<file path="src/rtl/conv2d_window_gen.sv">
// Sliding K x K window generator for conv2d_pe_array: per-channel line buffers
// plus a window register, with a start/pe_done handshake that stalls the pixel stream.
module conv2d_window_gen #(
  parameter int CHANNELS     = 3,
  parameter int PIXEL_WIDTH  = 8,
  parameter int KERNEL       = 3,
  parameter int IMG_W        = 8,
  parameter int IMG_H        = 8,
  localparam int WINDOW_ELEMS = KERNEL * KERNEL
) (
  input  logic                                                  clk,
  input  logic                                                  rst,
  input  logic [CHANNELS-1:0][PIXEL_WIDTH-1:0]                  in_px,
  input  logic                                                  in_valid,
  output logic                                                  in_ready,
  output logic [CHANNELS-1:0][WINDOW_ELEMS-1:0][PIXEL_WIDTH-1:0] window_per_channel,
  output logic                                                  start,
  input  logic                                                  pe_done,
  output logic                                                  frame_done
);

  localparam int CW = (IMG_W > 1) ? $clog2(IMG_W) : 1;
  localparam int RW = (IMG_H > 1) ? $clog2(IMG_H) : 1;
  localparam logic [CW-1:0] COL_LAST      = CW'(IMG_W - 1);
  localparam logic [RW-1:0] ROW_LAST      = RW'(IMG_H - 1);
  localparam logic [CW-1:0] COL_FIRST_WIN = CW'(KERNEL - 1);
  localparam logic [RW-1:0] ROW_FIRST_WIN = RW'(KERNEL - 1);

  typedef enum logic [1:0] {
    ST_ACCEPT = 2'd0,
    ST_ISSUE  = 2'd1,
    ST_WAIT   = 2'd2
  } state_e;

  state_e          state_q, state_d;
  logic [CW-1:0]   col_q, col_d;
  logic [RW-1:0]   row_q, row_d;
  logic            last_q, last_d;
  logic            start_q, start_d;
  logic            frame_done_q, frame_done_d;
  logic            accept_s;
  logic            win_complete_s;
  logic            at_last_s;

  logic [PIXEL_WIDTH-1:0] lb_q      [CHANNELS][KERNEL-1][IMG_W];
  logic [PIXEL_WIDTH-1:0] win_q     [CHANNELS][KERNEL][KERNEL];
  logic [PIXEL_WIDTH-1:0] new_col_s [CHANNELS][KERNEL];

  // in_ready is a pure state decode, forced low while reset is held
  assign in_ready       = (state_q == ST_ACCEPT) && !rst;
  assign accept_s       = in_valid && in_ready;
  assign win_complete_s = (row_q >= ROW_FIRST_WIN) && (col_q >= COL_FIRST_WIN);
  assign at_last_s      = (row_q == ROW_LAST) && (col_q == COL_LAST);
  assign start          = start_q;
  assign frame_done     = frame_done_q;

  // Raster counters and handshake FSM next-state
  always_comb begin
    state_d      = state_q;
    col_d        = col_q;
    row_d        = row_q;
    last_d       = last_q;
    start_d      = 1'b0;
    frame_done_d = 1'b0;
    if (accept_s) begin
      if (col_q == COL_LAST) begin
        col_d = '0;
        if (row_q == ROW_LAST) begin
          row_d = '0;
        end else begin
          row_d = row_q + RW'(1);
        end
      end else begin
        col_d = col_q + CW'(1);
        row_d = row_q;
      end
    end else begin
      col_d = col_q;
      row_d = row_q;
    end
    case (state_q)
      ST_ACCEPT: begin
        if (accept_s && win_complete_s) begin
          state_d = ST_ISSUE;
          start_d = 1'b1;
          last_d  = at_last_s;
        end else begin
          state_d = ST_ACCEPT;
        end
      end
      ST_ISSUE: state_d = ST_WAIT;
      ST_WAIT: begin
        if (pe_done) begin
          state_d      = ST_ACCEPT;
          frame_done_d = last_q;
        end else begin
          state_d = ST_WAIT;
        end
      end
      default: state_d = ST_ACCEPT;
    endcase
  end

  // Control state registers
  always_ff @(posedge clk) begin
    if (rst) begin
      state_q      <= ST_ACCEPT;
      col_q        <= '0;
      row_q        <= '0;
      last_q       <= 1'b0;
      start_q      <= 1'b0;
      frame_done_q <= 1'b0;
    end else begin
      state_q      <= state_d;
      col_q        <= col_d;
      row_q        <= row_d;
      last_q       <= last_d;
      start_q      <= start_d;
      frame_done_q <= frame_done_d;
    end
  end

  // Incoming column: buffered rows oldest first, the live pixel at the bottom
  always_comb begin
    for (int ch = 0; ch < CHANNELS; ch++) begin
      for (int r = 0; r < KERNEL - 1; r++) begin
        new_col_s[ch][r] = lb_q[ch][r][col_q];
      end
      new_col_s[ch][KERNEL-1] = in_px[ch];
    end
  end

  // Line buffers (RAM-like, no reset): shift up one row at the current column
  always_ff @(posedge clk) begin
    if (accept_s) begin
      for (int ch = 0; ch < CHANNELS; ch++) begin
        for (int r = 0; r < KERNEL - 2; r++) begin
          lb_q[ch][r][col_q] <= lb_q[ch][r+1][col_q];
        end
        lb_q[ch][KERNEL-2][col_q] <= in_px[ch];
      end
    end
  end

  // Window register: shift left one column and load the incoming column
  always_ff @(posedge clk) begin
    if (rst) begin
      for (int ch = 0; ch < CHANNELS; ch++) begin
        for (int r = 0; r < KERNEL; r++) begin
          for (int c = 0; c < KERNEL; c++) begin
            win_q[ch][r][c] <= '0;
          end
        end
      end
    end else if (accept_s) begin
      for (int ch = 0; ch < CHANNELS; ch++) begin
        for (int r = 0; r < KERNEL; r++) begin
          for (int c = 0; c < KERNEL - 1; c++) begin
            win_q[ch][r][c] <= win_q[ch][r][c+1];
          end
          win_q[ch][r][KERNEL-1] <= new_col_s[ch][r];
        end
      end
    end
  end

  // Flatten to element index r*K+c
  always_comb begin
    for (int ch = 0; ch < CHANNELS; ch++) begin
      for (int r = 0; r < KERNEL; r++) begin
        for (int c = 0; c < KERNEL; c++) begin
          window_per_channel[ch][r*KERNEL+c] = win_q[ch][r][c];
        end
      end
    end
  end

endmodule
</file>
<file path="config.mk">
export PLATFORM = sky130hd
export DESIGN_NAME = conv2d_window_gen
export DESIGN_NICKNAME = d
export VERILOG_FILES = /design/src/rtl/conv2d_window_gen.sv
export SDC_FILE = /design/constraint.sdc
export NUM_CORES = 1
export LEC_CHECK = 0
export CAP_MARGIN = 20
export CORE_UTILIZATION = 40
export CTS_CLUSTER_SIZE = 40
export DETAILED_ROUTE_END_ITERATION = 10
export SLEW_MARGIN = 10
export SYNTH_ARGS = -nofsm -noshare
export SYNTH_HDL_FRONTEND = slang
export SYNTH_SLANG_ARGS = --single-unit
</file>
<file path="constraint.sdc">
create_clock -name clk -period 13.38 [get_ports clk]
set_clock_uncertainty 0.15 [all_clocks]
set_input_delay 2.676 -clock clk [delete_from_list [all_inputs] [get_ports clk]]
set_output_delay 2.676 -clock clk [all_outputs]
set_load 0.01 [all_outputs]
</file>
[Yosys cells after proc, flatten, opt, wreduce, memory -nomap -nowiden]
Memory sizes are Yosys's and may differ from the RTL's.
Cells that the tools add are included.
Storage, ports and cells
  bits in registers: 11
  RAM bits: 600
  output and inout port bits: 219
  word-level logic and storage cells: 120
  memories: 2
Memory list
  lb_q: words 3, width 128, rd ports 3, clocked after memory_dff 0, wr ports 3, RTL line 45  | logic [PIXEL_WIDTH-1:0] lb_q [CHANNELS][KERNEL-1][IMG_W];
  win_q: words 3, width 72, rd ports 3, clocked after memory_dff 0, wr ports 3, RTL line 46  | logic [PIXEL_WIDTH-1:0] win_q [CHANNELS][KERNEL][KERNEL];
Cells by class
  $add $sub $neg: 2
  $lt $le $gt $ge: 4
  equality and inequality tests: 4
  multiplexer cells: 59
  bitwise logic cells: 31
  reduce and logical (&&, ||, !) cells: 12
Operator list (count)
  $mux 8: 40
  $bmux 8 s3: 6
  $mux 64: 1
  $or 1x1->1: 27
  $demux 8 s3: 1
  $mux 1: 7
  $add 3x1->3 const B: 2
  $eq 3x3->1 const B: 2
  $ge 3x2->1 const B: 2
  $logic_and 1x1->1: 6
  $mux 3: 2
  $pmux 2 s3: 1
  $ge 4x4->1 const B: 1
  $lt 4x1->1 const B: 1
  $not 3->4: 1
  $reduce_and 2->1: 2
  $not 1->1: 3
  $reduce_or 3->1: 1
  $eq 2x1->1 const B: 1
  $eq 2x2->1 const B: 1
  $logic_not 2->1: 1
  $mux 2: 1
  $reduce_or 2->1: 1
  $logic_not 1->1: 1

[Depth between registers and ports, before layout]
Gate-level depths: netlist of the first run.
  depth in word-level cells: 7
  gate-level depth with buffers: 9

[Worst setup path before layout of the first run]
No wires, ideal clock.
  kind: input to register
  start point: input rst
  end point: memory win_q[0][0] (netlist bit) (enable)
  arrival: 8.256 ns
  required time: 12.614 ns
  slack: 4.358 ns
  stages: 3
  path buffers: 1
  path through: or4b_1 buf_2 nand2b_1
RTL lines
  from (decl): RTL line 12  | input logic rst,
  to (decl): RTL line 46

[Worst setup path after layout of the first run]
  start point: input rst
  end point: output in_ready
Between the ends
  longest elaborated chain between the ends: 2
Ends and longest elaborated chain
  $logic_not 1->1: RTL line 50  | assign in_ready = (state_q == ST_ACCEPT) && !rst;
  $logic_and 1x1->1: RTL line 50
  to (decl): RTL line 15  | output logic in_ready,
No other way between the ends.

==> results.md, run 1 <==
- CP max FO: 13
- Yosys warns: 0
- Grt total ovfl: 0
- P&R area growth vs syn: 22.7%
- Clock transition at the registers of the reported paths: 0.06 ns
- Sequential area share after synthesis: 77.8%
- WL final: 46,200 um
- Final Setup Violations: 0
- Worst-skew pair later-pin latency: 0.58 ns
- Starting Density: 40.5%
- Total track usage: 15.6%
- Register bit total from synthesis: 611
- WP data arrival: 4.19 ns
- Startpoint Class: input port
- RePlAce Congestion: 0.720
- Root Driver: clkbuf_16
- Post-synth top area cell: edfxtp_1
- H-tree depth: 3
- Worst Hold Class: flip-flop to flip-flop
- Via count: 11.4k
- Fin crit share: 52.4%
- Initial antenna violation count: 0
- RSZ-0062 raised after global routing: false
- Fin util: 49.7%
- Reg area: 0.0182 mm^2
- TritonCTS clock tree: yes
- Number of iterations in the first detailed-routing pass: 4
- Setup TNS: 0 ns
- Post-Syn Nets: 1,248
- Total CTS buffers: 67
- Maximum VDD drop: 0.000101 V
- Via/cell ratio: 4.99
- Max Cap Viol: 0
- Final Hold Fails: 0
- Clk sinks: 611
- Clock Path Buffers: 3
- Hold-fix buffers, CTS: 0
- CP Class: input port to output port
- Mapped Avg Cell Area: 19.3 um^2
- Post-synth top flop: edfxtp_1
- Post-synth EDFFs: 600
- Post-CTS sizing: 0
- Drt drc: 0
- Chip width: 244 um
- Pin count of the biggest net entering global routing: 151
- First DRT Iteration DRCs: 827
- Num ports: 247
- Die area: 0.0595 mm^2
- Synth top area cells: edfxtp_1, mux4_2, and2_1
- Mapped Cells: 1,215
- Crit end category: output port
- Number of global-route vias before repair: 11.7k
- Share of cells above drive strength 1: 15.2%
- Status: finished clean
- # Post-CTS Setup Buffers: 0
- Fillers: 4,749
- Pwr Density: 146 mW/mm^2
- Worst-margin pin slew: 1.01 ns
- Slew margin rel.: 32.5%
- Final Max Slew Viols: 0
- FP Rows: 88
- Fin area: 0.0288 mm^2
- Synth async-reset ratio: 0%
- Post-DP HPWL: 26,600 um
- Post-synth top cells: edfxtp_1, and2_1, mux4_2, clkbuf_1, nand2_1
- Core ar.: 0.0578 mm^2
- Antenna cells: 0
- Input/output buffers: 246
- WL per Instance: 20.1 um
- Fin crit period: 7.02 ns
- Die Y: 244 um
- Count leader, synth: edfxtp_1
- Nets: 1,513
- Post-synth top area share: 76.9%
- Global-route wire length before repair: 70,500 um
- Fmax: 143 MHz
- Multi-input logic area: 0.00486 mm^2
- Placed cell areas: 0.0267 mm^2
- Worst EP required: 10.55 ns
- Post-Synthesis Cell Area: 0.0234 mm^2
- Lkg Pwr: 9.58 nW
- Final ANT Viol Nets: 0
- Synth unique cells: 36
## routing by layer
layer	track usage, %	vias to the layer above	part of all wire, %
met5	0	-	0
met4	5.92	0	2.5
met3	2.86	82	4.6
met2	24.8	269	48
met1	21.4	5859	45
li1	-	5234	-
## report_power, final
part | leakage (nW) | internal [mW] | switching [mW]
logic | 2.73 | 0.136 | 0.139
clock network | 0.985 | 1.00 | 0.710
registers | 5.86 | 2.18 | 0.0265
## metrics by stage
step / hold slack (ns) / cells / setup WS [ns] / power (mW)
5_1_grt: 0.344 / 2293 / 6.28 / 4.33
3_3_place_gp: 0.288 / 2175 / 6.38 / 2.52
4_1_cts: 0.303 / 2292 / 6.35 / 4.24
2_1_floorplan: 0.273 / 1215 / 4.36 / 2.38
6_report: 0.302 / 2293 / 6.36 / 4.19
3_5_place_dp: 0.294 / 2175 / 6.36 / 2.52
## final timing paths
kind	slack, ns	to	cells past startpoint	startpoint
max	6.36	in_ready	3	rst
min	0.30	frame_done$_SDFF_PP0_	2	last_q$_SDFFE_PP0P_
max reg2reg	9.91	row_q[0]$_SDFFE_PP0P_	7	col_q[1]$_SDFFE_PP0P_
min reg2reg	0.30	frame_done$_SDFF_PP0_	2	last_q$_SDFFE_PP0P_
## cell type report
type                       count  area share, %
clock buffer                  86           6.23
clock inverter                31          0.783
inverter                       2         0.0261
multi-input combinational    529           16.9
sequential                   611           63.5
tap                          765           3.33
timing repair buffer         269           9.28
## sequential cells by signal, indices dropped and copies added, names as in the netlist
signal      cells
state_q         2
row_q           3
start           1
win_q         216
last_q          1
lb_q          384
col_q           3
frame_done      1
## cells in the final DEF, fill, tap and decap left out, types with 4 or more instances in the layout
master and n:
a21oi_1 9, a31oi_1 14, mux2_2 24, edfxtp_1 600
and3b_1 28, mux2i_1 12, clkinv_1 15, a21o_1 14
ha_1 5, nand2b_1 29, nor2_1 13, o21ai_0 18
nor3_2 4, buf_4 21, mux4_2 72, clkinv_2 9
and2_1 192, nand2_1 37, dfxtp_1 8, clkbuf_1 17
mux4_1 8, clkdlybuf4s50_1 246, nand3_1 18, clkbuf_16 69
or3b_2 14
## critical path: stages
cell and delay (ns):
clkdlybuf4s50_1 0.67, nor3_1 0.27, clkdlybuf4s50_1 0.57
## logic make-up (layout without fill, tap and decap cells)
logic type | Yosys count | after routing | share of synthesized area, %
flip-flops | 611 | 611 | 77.8
AO/OA/AOI/OAI | 59 | 59 | 1.54
buffers and inverters | 75 | 388 | 1.67
adder cells (fa/ha/maj) | 5 | 5 | 0.267
AND/OR/NAND/NOR | 349 | 349 | 9.19
multiplexers | 116 | 116 | 9.48
(Power assumes the default switching activity.)
==> inputs of run 2 (changes only) <==
==> constraint.sdc (replaced) <==
create_clock -name clk -period 7.2 [get_ports clk]
set_clock_uncertainty 0.15 [all_clocks]
set_input_delay 1.44 -clock clk [delete_from_list [all_inputs] [get_ports clk]]
set_output_delay 1.44 -clock clk [all_outputs]
set_load 0.01 [all_outputs]
==> run 2 against run 1 <==
Sequential share of layout area down 0.43 points. Power rose by 89%. Register-to-register slack lost 6.1 ns. Non-clock buffer count grew 2. Sequential power is 86% higher. Clock power is 95% higher. Combinational power increased by 85%. Via count grew 0.24%. Die area stayed put. Critical endpoint unchanged.
==> results.md, run 2 (synthesis gave the netlist of run 1 again) <==
- Status: finished clean
- Crit end category: output port
- Global-route wire length before repair: 70,300 um
- P&R area growth vs syn: 23.6%
- Final Power: 7.93 mW
- FP Rows: 88
- Setup slack at placement: 2.52 ns
- WL per Instance: 19.9 um
- Final Setup Violations: 0
- Dpl cells: 2,178
- Via count: 11.5k
- RSZ-0062 raised after global routing: false
- Fillers: 4,671
- # Post-CTS Setup Buffers: 0
- Max FFs per register: 384
- Number of global-route vias before repair: 11.6k
- Via/cell ratio: 4.99
- R2R cell count: 4
- Starting Density: 40.5%
- WP depth: 3
- TritonCTS clock tree: yes
- Setup slack, reg-to-reg: 3.80 ns
- Share of cells above drive strength 1: 16.1%
- Lkg Pwr: 9.67 nW
- Final ANT Viol Nets: 0
- Post-route setup slack: 2.69 ns
- WP data arrival: 2.92 ns
- Hold Slack: 0.318 ns
- Final Max Slew Viols: 0
- Top Registers: lb_q: 384 flops, win_q: 216 flops
- Pin count of the biggest net entering global routing: 110
- Most frequent cells in the layout: edfxtp_1, clkdlybuf4s50_1, and2_1
- Die area: 0.0595 mm^2
- Input/output buffers: 246
- Max incr delay on CP: 0.66 ns
- RePlAce Congestion: 0.721
- Fin util: 50.1%
- Worst EP required: 5.61 ns
- Crit path top cell by count: clkdlybuf4s50_1
- Slew margin rel.: 37.5%
- Worst path top cell family by delay: buffers and inverters
- Root Driver: clkbuf_16
- Hold path depth: 2
- Clock transition at the registers of the reported paths: 0.06 ns
- Drt drc: 0
- Chip width: 244 um
- Core ar.: 0.0578 mm^2
- H-tree depth: 3
- Total track usage: 15.5%
- CP max FO: 13
- Initial antenna violation count: 1
- Post-CTS sizing: 0
- First DRT Iteration DRCs: 846
- Number of iterations in the first detailed-routing pass: 5
- Maximum VDD drop: 0.000155 V
- Nets: 1,515
- Placed cell areas: 0.0268 mm^2
- Num ports: 247
- Startpoint Class: input port
- Final Hold Fails: 0
- Setup TNS: 0 ns
- Worst Hold Class: flip-flop to flip-flop
- CP Class: input port to output port
- Die Y: 244 um
- Antenna cells: 0
- Fmax: 221 MHz
- Pwr Density: 274 mW/mm^2
- Commonest non-fill, non-tap cell in the layout: edfxtp_1
- Max Cap Viol: 0
- Clock Path Buffers: 3
- Worst-skew pair later-pin latency: 0.59 ns
- Fin area: 0.0290 mm^2
- Fin crit period: 4.51 ns
- Most flops, register: lb_q
- WL final: 45,800 um
- Hold-fix buffers, CTS: 0
- Grt total ovfl: 0
- Post-DP HPWL: 26,900 um
- Worst-margin pin slew: 0.938 ns
- Worst Path Buf+Inv: 2
- Post-Layout Cell Count: 2,300
- Total CTS buffers: 67
- Crit-path cells: clkdlybuf4s50_1 -> nor3_1 -> clkdlybuf4s50_1
- Clk sinks: 611
- CP max stage cell: clkdlybuf4s50_1
- Fin crit share: 62.7%
run 2: cell count changes in the layout (fill, tap and decap cells not counted), sizes merged:
cell	previous run	this run
clkinv	24	30
clkbuf	86	79
bufinv	3	6
clkinvlp	1	2
buf	23	25
inv	5	7
run 2: power by group:
part / switching [mW] / total [mW] / internal (mW)
Clock: 1.35 / 3.33 / 1.98
Combinational: 0.257 / 0.509 / 0.252
Sequential: 0.0478 / 4.09 / 4.04
run 2: area by class of cell:
type / count / area, um^2 / area share (%)
inverter: 2 / 7.51 / 0.0259
clock buffer: 79 / 1770 / 6.12
multi-input combinational: 529 / 4860 / 16.8
tap: 765 / 957 / 3.31
clock inverter: 43 / 384 / 1.33
sequential: 611 / 18200 / 63.0
timing repair buffer: 271 / 2720 / 9.38
run 2: final timing paths:
check	from	end
min reg2reg	last_q$_SDFFE_PP0P_	frame_done$_SDFF_PP0_
max	rst	in_ready
max reg2reg	col_q[1]$_SDFFE_PP0P_	lb_q[1][1]$_DFFE_PP_
min	last_q$_SDFFE_PP0P_	frame_done$_SDFF_PP0_
run 2: worst register-to-register path: cells and delay by family, from the launching register on:
kind / cells / cell delay [ns]
simple gates: 2 / 1.02
flops: 1 / 0.58
buf+inv: 2 / 1.28
run 2: per-layer routing:
| metal | track usage [%] | vias up | part of all wire [%] |
|---|---|---|---|
| met5 | 0 | - | 0 |
| met4 | 5.31 | 0 | 1.9 |
| met3 | 2.81 | 72 | 5.0 |
| met2 | 25.0 | 290 | 48 |
| met1 | 21.3 | 5861 | 45 |
| li1 | - | 5249 | - |
